<file path="src/rtl/dense_seq_pkg.sv">
// dense_seq_pkg: shared definitions for the dense layer sequencer.
//   state_e            - sequencer FSM states
//   DEFAULT_ACC_WIDTH  - default accumulator width (2*24+10)
//   RAM_WE_ALL         - full-word RAM write enable
package dense_seq_pkg;

  typedef enum logic [2:0] {
    S_IDLE,
    S_B_RD,
    S_B_CAP,
    S_X_RD,
    S_W_RD,
    S_MAC,
    S_WR,
    S_DONE
  } state_e;

  localparam int unsigned DEFAULT_ACC_WIDTH = 58;
  localparam logic [3:0]  RAM_WE_ALL        = 4'hF;

endpackage

</file>
<file path="src/rtl/dense_seq_requant.sv">
// dense_seq_requant: combinational requantization of the accumulator.
//   acc_i  : signed accumulator value
//   data_o : (acc_i >>> OUT_SHIFT) saturated to the signed DATA_WIDTH range,
//            then clamped at zero when DENSE_SEQ_RELU_EN is defined.
// Optional feature macro: DENSE_SEQ_RELU_EN.
module dense_seq_requant #(
  parameter int unsigned ACC_WIDTH  = 58,
  parameter int unsigned DATA_WIDTH = 24,
  parameter int unsigned OUT_SHIFT  = 0
) (
  input  logic signed [ACC_WIDTH-1:0]  acc_i,
  output logic        [DATA_WIDTH-1:0] data_o
);

  localparam logic signed [ACC_WIDTH-1:0] SAT_MAX =
    {{(ACC_WIDTH-DATA_WIDTH+1){1'b0}}, {(DATA_WIDTH-1){1'b1}}};
  localparam logic signed [ACC_WIDTH-1:0] SAT_MIN =
    {{(ACC_WIDTH-DATA_WIDTH+1){1'b1}}, {(DATA_WIDTH-1){1'b0}}};

  logic signed [ACC_WIDTH-1:0]  shifted;
  logic        [DATA_WIDTH-1:0] sat;

  assign shifted = acc_i >>> OUT_SHIFT;

  always_comb begin
    sat = shifted[DATA_WIDTH-1:0];
    if (shifted > SAT_MAX) begin
      sat = SAT_MAX[DATA_WIDTH-1:0];
    end else if (shifted < SAT_MIN) begin
      sat = SAT_MIN[DATA_WIDTH-1:0];
    end
  end

`ifdef DENSE_SEQ_RELU_EN
  assign data_o = sat[DATA_WIDTH-1] ? '0 : sat;
`else
  assign data_o = sat;
`endif

endmodule

</file>
<file path="src/rtl/dense_layer_sequencer.sv">
// dense_layer_sequencer: runs one fully-connected layer over the single-port
// inference RAM (bias read, x/w walk with signed MAC, requantize, write back).
//   clk, rst_n             : clock, async active-low reset
//   start                  : start request (accepted only in IDLE)
//   x_base/w_base/b_base/out_base, n_in, n_out : layer config, latched at start
//   busy, done             : status; done is a one-cycle completion pulse
//   ram_en/ram_we/ram_addr/ram_wdata : registered RAM command
//   ram_rdata              : RAM read data, valid the cycle after a read
// Optional feature macro: DENSE_SEQ_RELU_EN (ReLU on written results).
module dense_layer_sequencer
  import dense_seq_pkg::*;
#(
  parameter int unsigned ADDRESS_WIDTH = 14,
  parameter int unsigned DATA_WIDTH    = 24,
  parameter int unsigned CNT_WIDTH     = 16,
  parameter int unsigned ACC_WIDTH     = DEFAULT_ACC_WIDTH,
  parameter int unsigned OUT_SHIFT     = 0
) (
  input  logic                     clk,
  input  logic                     rst_n,
  input  logic                     start,
  input  logic [ADDRESS_WIDTH-1:0] x_base,
  input  logic [ADDRESS_WIDTH-1:0] w_base,
  input  logic [ADDRESS_WIDTH-1:0] b_base,
  input  logic [ADDRESS_WIDTH-1:0] out_base,
  input  logic [CNT_WIDTH-1:0]     n_in,
  input  logic [CNT_WIDTH-1:0]     n_out,
  output logic                     busy,
  output logic                     done,
  output logic                     ram_en,
  output logic [3:0]               ram_we,
  output logic [ADDRESS_WIDTH-1:0] ram_addr,
  output logic [DATA_WIDTH-1:0]    ram_wdata,
  input  logic [DATA_WIDTH-1:0]    ram_rdata
);

  state_e                   state_q, state_d;
  logic [CNT_WIDTH-1:0]     n_q, n_d, i_q, i_d;
  logic [CNT_WIDTH-1:0]     n_in_q, n_in_d, n_out_q, n_out_d;
  logic [ADDRESS_WIDTH-1:0] x_base_q, x_base_d, b_base_q, b_base_d;
  logic [ADDRESS_WIDTH-1:0] out_base_q, out_base_d;
  logic [ADDRESS_WIDTH-1:0] x_ptr_q, x_ptr_d, w_ptr_q, w_ptr_d;
  logic [DATA_WIDTH-1:0]    x_q, x_d;
  logic [ACC_WIDTH-1:0]     acc_q, acc_d;

  logic                     en_d;
  logic [3:0]               we_d;
  logic [ADDRESS_WIDTH-1:0] addr_d;
  logic [DATA_WIDTH-1:0]    wdata_d;

  logic signed [2*DATA_WIDTH-1:0] prod;
  logic [ACC_WIDTH-1:0]           prod_ext;
  logic [DATA_WIDTH-1:0]          rq_data;

  assign prod     = $signed(x_q) * $signed(ram_rdata);
  assign prod_ext = {{(ACC_WIDTH-2*DATA_WIDTH){prod[2*DATA_WIDTH-1]}}, prod};

  // Accumulator next value lives in its own process so the write data can be
  // requantized from it in the same cycle the final write command is formed.
  always_comb begin
    acc_d = acc_q;
    case (state_q)
      S_IDLE:  if (start) acc_d = '0;
      S_B_CAP: acc_d = {{(ACC_WIDTH-DATA_WIDTH){ram_rdata[DATA_WIDTH-1]}}, ram_rdata};
      S_MAC:   acc_d = acc_q + prod_ext;
      default: ;
    endcase
  end

  dense_seq_requant #(
    .ACC_WIDTH  (ACC_WIDTH),
    .DATA_WIDTH (DATA_WIDTH),
    .OUT_SHIFT  (OUT_SHIFT)
  ) u_requant (
    .acc_i  (acc_d),
    .data_o (rq_data)
  );

  // RAM commands are formed on the transition into the state that owns them,
  // so the registered outputs are valid during that state.
  always_comb begin
    state_d    = state_q;
    n_d        = n_q;
    i_d        = i_q;
    n_in_d     = n_in_q;
    n_out_d    = n_out_q;
    x_base_d   = x_base_q;
    b_base_d   = b_base_q;
    out_base_d = out_base_q;
    x_ptr_d    = x_ptr_q;
    w_ptr_d    = w_ptr_q;
    x_d        = x_q;
    en_d       = 1'b0;
    we_d       = '0;
    addr_d     = ram_addr;
    wdata_d    = '0;

    case (state_q)
      S_IDLE: begin
        if (start) begin
          if (n_out == '0) begin
            state_d = S_DONE;
          end else begin
            n_in_d     = n_in;
            n_out_d    = n_out;
            x_base_d   = x_base;
            b_base_d   = b_base;
            out_base_d = out_base;
            x_ptr_d    = x_base;
            w_ptr_d    = w_base;
            n_d        = '0;
            i_d        = '0;
            state_d    = S_B_RD;
            en_d       = 1'b1;
            addr_d     = b_base;
          end
        end
      end
      S_B_RD: state_d = S_B_CAP;
      S_B_CAP: begin
        x_ptr_d = x_base_q;
        en_d    = 1'b1;
        if (n_in_q == '0) begin
          state_d = S_WR;
          we_d    = RAM_WE_ALL;
          addr_d  = out_base_q + ADDRESS_WIDTH'(n_q);
          wdata_d = rq_data;
        end else begin
          state_d = S_X_RD;
          addr_d  = x_base_q;
        end
      end
      S_X_RD: begin
        state_d = S_W_RD;
        en_d    = 1'b1;
        addr_d  = w_ptr_q;
      end
      S_W_RD: begin
        x_d     = ram_rdata;
        state_d = S_MAC;
      end
      S_MAC: begin
        x_ptr_d = x_ptr_q + ADDRESS_WIDTH'(1);
        w_ptr_d = w_ptr_q + ADDRESS_WIDTH'(1);
        en_d    = 1'b1;
        if (i_q == n_in_q - CNT_WIDTH'(1)) begin
          state_d = S_WR;
          we_d    = RAM_WE_ALL;
          addr_d  = out_base_q + ADDRESS_WIDTH'(n_q);
          wdata_d = rq_data;
        end else begin
          i_d     = i_q + CNT_WIDTH'(1);
          state_d = S_X_RD;
          addr_d  = x_ptr_d;
        end
      end
      S_WR: begin
        if (n_q == n_out_q - CNT_WIDTH'(1)) begin
          state_d = S_DONE;
        end else begin
          n_d     = n_q + CNT_WIDTH'(1);
          i_d     = '0;
          state_d = S_B_RD;
          en_d    = 1'b1;
          addr_d  = b_base_q + ADDRESS_WIDTH'(n_d);
        end
      end
      S_DONE:  state_d = S_IDLE;
      default: state_d = S_IDLE;
    endcase
  end

  always_ff @(posedge clk or negedge rst_n) begin
    if (!rst_n) begin
      state_q    <= S_IDLE;
      n_q        <= '0;
      i_q        <= '0;
      n_in_q     <= '0;
      n_out_q    <= '0;
      x_base_q   <= '0;
      b_base_q   <= '0;
      out_base_q <= '0;
      x_ptr_q    <= '0;
      w_ptr_q    <= '0;
      x_q        <= '0;
      acc_q      <= '0;
      ram_en     <= 1'b0;
      ram_we     <= '0;
      ram_addr   <= '0;
      ram_wdata  <= '0;
    end else begin
      state_q    <= state_d;
      n_q        <= n_d;
      i_q        <= i_d;
      n_in_q     <= n_in_d;
      n_out_q    <= n_out_d;
      x_base_q   <= x_base_d;
      b_base_q   <= b_base_d;
      out_base_q <= out_base_d;
      x_ptr_q    <= x_ptr_d;
      w_ptr_q    <= w_ptr_d;
      x_q        <= x_d;
      acc_q      <= acc_d;
      ram_en     <= en_d;
      ram_we     <= we_d;
      ram_addr   <= addr_d;
      ram_wdata  <= wdata_d;
    end
  end

  assign busy = (state_q != S_IDLE);
  assign done = (state_q == S_DONE);

endmodule

</file>
<file path="config.mk">
export PLATFORM = sky130hd
export DESIGN_NAME = dense_layer_sequencer
export DESIGN_NICKNAME = d
export VERILOG_FILES = /design/src/rtl/dense_seq_pkg.sv /design/src/rtl/dense_seq_requant.sv /design/src/rtl/dense_layer_sequencer.sv
export SDC_FILE = /design/constraint.sdc
export NUM_CORES = 2
export LEC_CHECK = 0
export BUFFER_PORTS_ARGS = -buffer_cell sky130_fd_sc_hd__buf_2
export CAP_MARGIN = 30
export CORE_MARGIN = 4
export CORE_UTILIZATION = 40
export DETAILED_ROUTE_END_ITERATION = 6
export PLACE_DENSITY = 0.65
export SYNTH_ARGS = -nofsm -noshare
export SYNTH_HDL_FRONTEND = slang
export SYNTH_SLANG_ARGS = --single-unit
export TNS_END_PERCENT = 20
</file>
<file path="constraint.sdc">
create_clock -name clk -period 11.69 [get_ports clk]
set_clock_uncertainty 0.05 [all_clocks]
set_input_delay 1.7535 -clock clk [delete_from_list [all_inputs] [get_ports clk]]
set_output_delay 1.7535 -clock clk [all_outputs]
set_load 0.02 [all_outputs]
</file>
==> impl_metrics.csv <==
group,metric,value,unit
synthesis,yosysSeqAreaShare,16.6,%
setup_path,crit_required,12.05,ns
cts,clk_pin_slew,0.06,ns
job,cap_viol_max_count,0,
timing,slew_viol_final,0,
setup_path,crit_arrival,11.72,ns
setup_path,max_stage_delay,0.57,ns
detailed_routing,drc_errors,0,
grt,grt_use_total,21.9,%
detailed_routing,vias,31965,
cts,root_buffer,"clkbuf_16",
timing,min_period,11.36,ns
timing,finalSetupViolCount,0,
die,die_h,320,µm
timing,hold_viol_final,0,
timing,fmax,88.0,MHz
layout,final_area,0.0449,mm²
grt,use_met2,36.7,%
grt,grt_max_degree,90,
timing,worst_slew_pin_slew,1.01,ns
hold_path,hp-class,"flip-flop to flip-flop",
grt,use_met1,29.8,%
detailed_routing,drt_pre_antenna_iters,5,
grt,overflow,0,
grt,grt_pass1_vias,33427,
setup_path,crit_fanout,6,
detailed_routing,avgRoutedWirePerCell,18.3,µm
synthesis,yosysWarnings,0,
grt,grt_pass1_wl,182000,µm
layout,final_common_cell,"inv_1",
synthesis,synth_top_family_by_area,"adder cells",
die,start_util,40.3,%
synthesis,synth_simple_gate_area_share,17.7,%
detailed_routing,detail-route-antenna-nets,0,
die,die-area,0.102,mm²
setup_path,end_kind,"flip-flop",
layout,drive_above_1_share,15.6,%
grt,antenna_found_initial,17,
synthesis,syn_inst,4428,
status,status,"finished, final reports clean",
setup_path,crit_path_start_kind,"input pin",
detailed_routing,wl,112000,µm
timing,post-route-period-util,97.2,%
layout,layout_common_cells,"716 x inv_1, 645 x nand2_1, 609 x fa_1, 368 x buf_4, 282 x and2_1",
cts,cts_max_level,2,
grt,grt-busiest-layer,"met2",
die,fp-row-count,114,
synthesis,yosys.area_share.adder,38.6,%
placement,portBuffers,159,
detailed_routing,drt_iter0_markers,2154,
cts,cts_buffer_depth,3,
layout,layout.nets,5735,
synthesis,avgSynthCellArea,8.80,µm²
placement,placed_area,0.0434,mm²
die,die_w,320,µm
synthesis,async_reset_ff_share,100,%
placement,gp_congestion,0.915,
setup_path,slowest_stage,"fa_1",
synthesis,ys.flop_type,"dfrtp_1",
die,core_area,0.0967,mm²
detailed_routing,drt-vias-per-instance,5.25,
setup_path,criticalPathCategory,"input pin to flip-flop",
synthesis,synth_cell_types,102,
synthesis,synthXorXnorAreaFrac,4.42,%
synthesis,synth-seq-cells,259,
layout,syn_to_final_growth,15.3,%
synthesis,syn-cell-area,0.0390,mm²
cts,cts_buffers,34,
cts,cts_tree,"done",
die,io_pins,160,
cts,clk_latency,0.56,ns
timing,max-slew-margin-rel,32.7,%
placement,dpl.hpwl,90700,µm
synthesis,synth_edf_count,0,
synthesis,synth_nets,5379,
synthesis,muxShareOfSynthArea,1.03,%
synthesis,synth-compound-area-share,12.4,%
cts,cts_hold_buf,0,
grt,grt_util_met3,3.84,%
cts,clkSinkCount,259,
setup_path,cpMostUsedCell,"fa_1",
==> cell usage after synthesis (26+ instances only) <==
cell type  number  area (µm²)
inv_1         716        2690
nand2_1       646        2420
fa_1          610       12200
and2_1        282        1760
dfrtp_1       259        6480
ha_1          226        2830
nor2_1        197         739
a21oi_1       192         961
clkbuf_1      187         702
o21ai_0       166         831
xnor2_1       126        1100
xor2_1         68         596
nand3_1        66         330
a21o_1         51         383
nand4_1        46         288
and3_1         37         231
nor3_1         34         170
mux2_2         26         293
nand2b_1       26         163
o21a_1         26         195
==> stage by stage <==
step                      worst slack, ns  hold WS, ns  setup TNS [ns]  util (%)  std cells
final                               0.327        0.431               0      46.5       6091
after global routing              -0.0926        0.448           -1.34      46.5       6088
after CTS                          0.0924        0.436               0      46.0       6072
after detailed placement           -0.415        0.421           -8.55      44.9       6011
after global placement             -0.411        0.415           -8.97      44.8       6008
after floorplan                    0.0482        0.400               0         -       4428
==> metal layers <==
metal  vias up  share of wire, %
met5         -             0.073
met4        12               2.4
met3       157               6.4
met2       914                48
met1     16021                43
li1      14861                 -
==> cell families (layout without fill, tap and decap cells) <==
logic type | after synthesis | count (layout)
buffers and inverters | 938 | 1319
adders and majority gates | 836 | 836
AOI/OAI and AO/OA | 726 | 726
muxes | 37 | 37
xor gates and xnor gates | 195 | 195
DFF | 259 | 259
other | 0 | 6
and+or+nand+nor | 1437 | 1437
==> worst max-delay path: cells and delay by family <==
kind	cells	cell delay [ns]
compound gates	12	2.08
buf+inv	11	1.15
simple gates	11	2.33
fa+ha+maj	9	4.24
xor+xnor	1	0.17
==> registers in the layout (all words and copies together), names as in the netlist, 16 cells and up <==
name / flops
acc_q: 58
i_q: 16
n_in_q: 16
n_out_q: 16
n_q: 16
ram_wdata: 24
x_q: 24
==> final cells by class <==
cell class,instances,area [µm²]
well taps,1276,1600
diodes,6,15.0
flip-flops and latches,259,6480
repair buffers,540,3810
fillers,9407,51800
multi-input cells,3231,29200
clock buffers,44,918
clock inverters,17,225
inverters,718,2700
==> what timing repair did <==
item / CTS / global route
setup endpoints to repair: 0 / 25
buffers inserted: 0 / 8
resized for setup: 0 / 54
==> path summary, 6_finish.rpt <==
path,startpoint,endpoint,slack (ns),cells after the start
max in group asynchronous,rst_n,ram_wdata[11],8.32,3
hold / removal,out_base_q[12],out_base_q[12],0.43,2
setup / recovery,ram_rdata[0],ram_wdata[7],0.33,44
min in group asynchronous,rst_n,ram_addr[0],1.12,1
setup reg to reg,x_q[20],ram_wdata[7],0.87,41
hold reg to reg,out_base_q[12],out_base_q[12],0.43,2
Power is not shown: default switching activity piles up to over one toggle a cycle in this logic, so the estimate is an artifact.
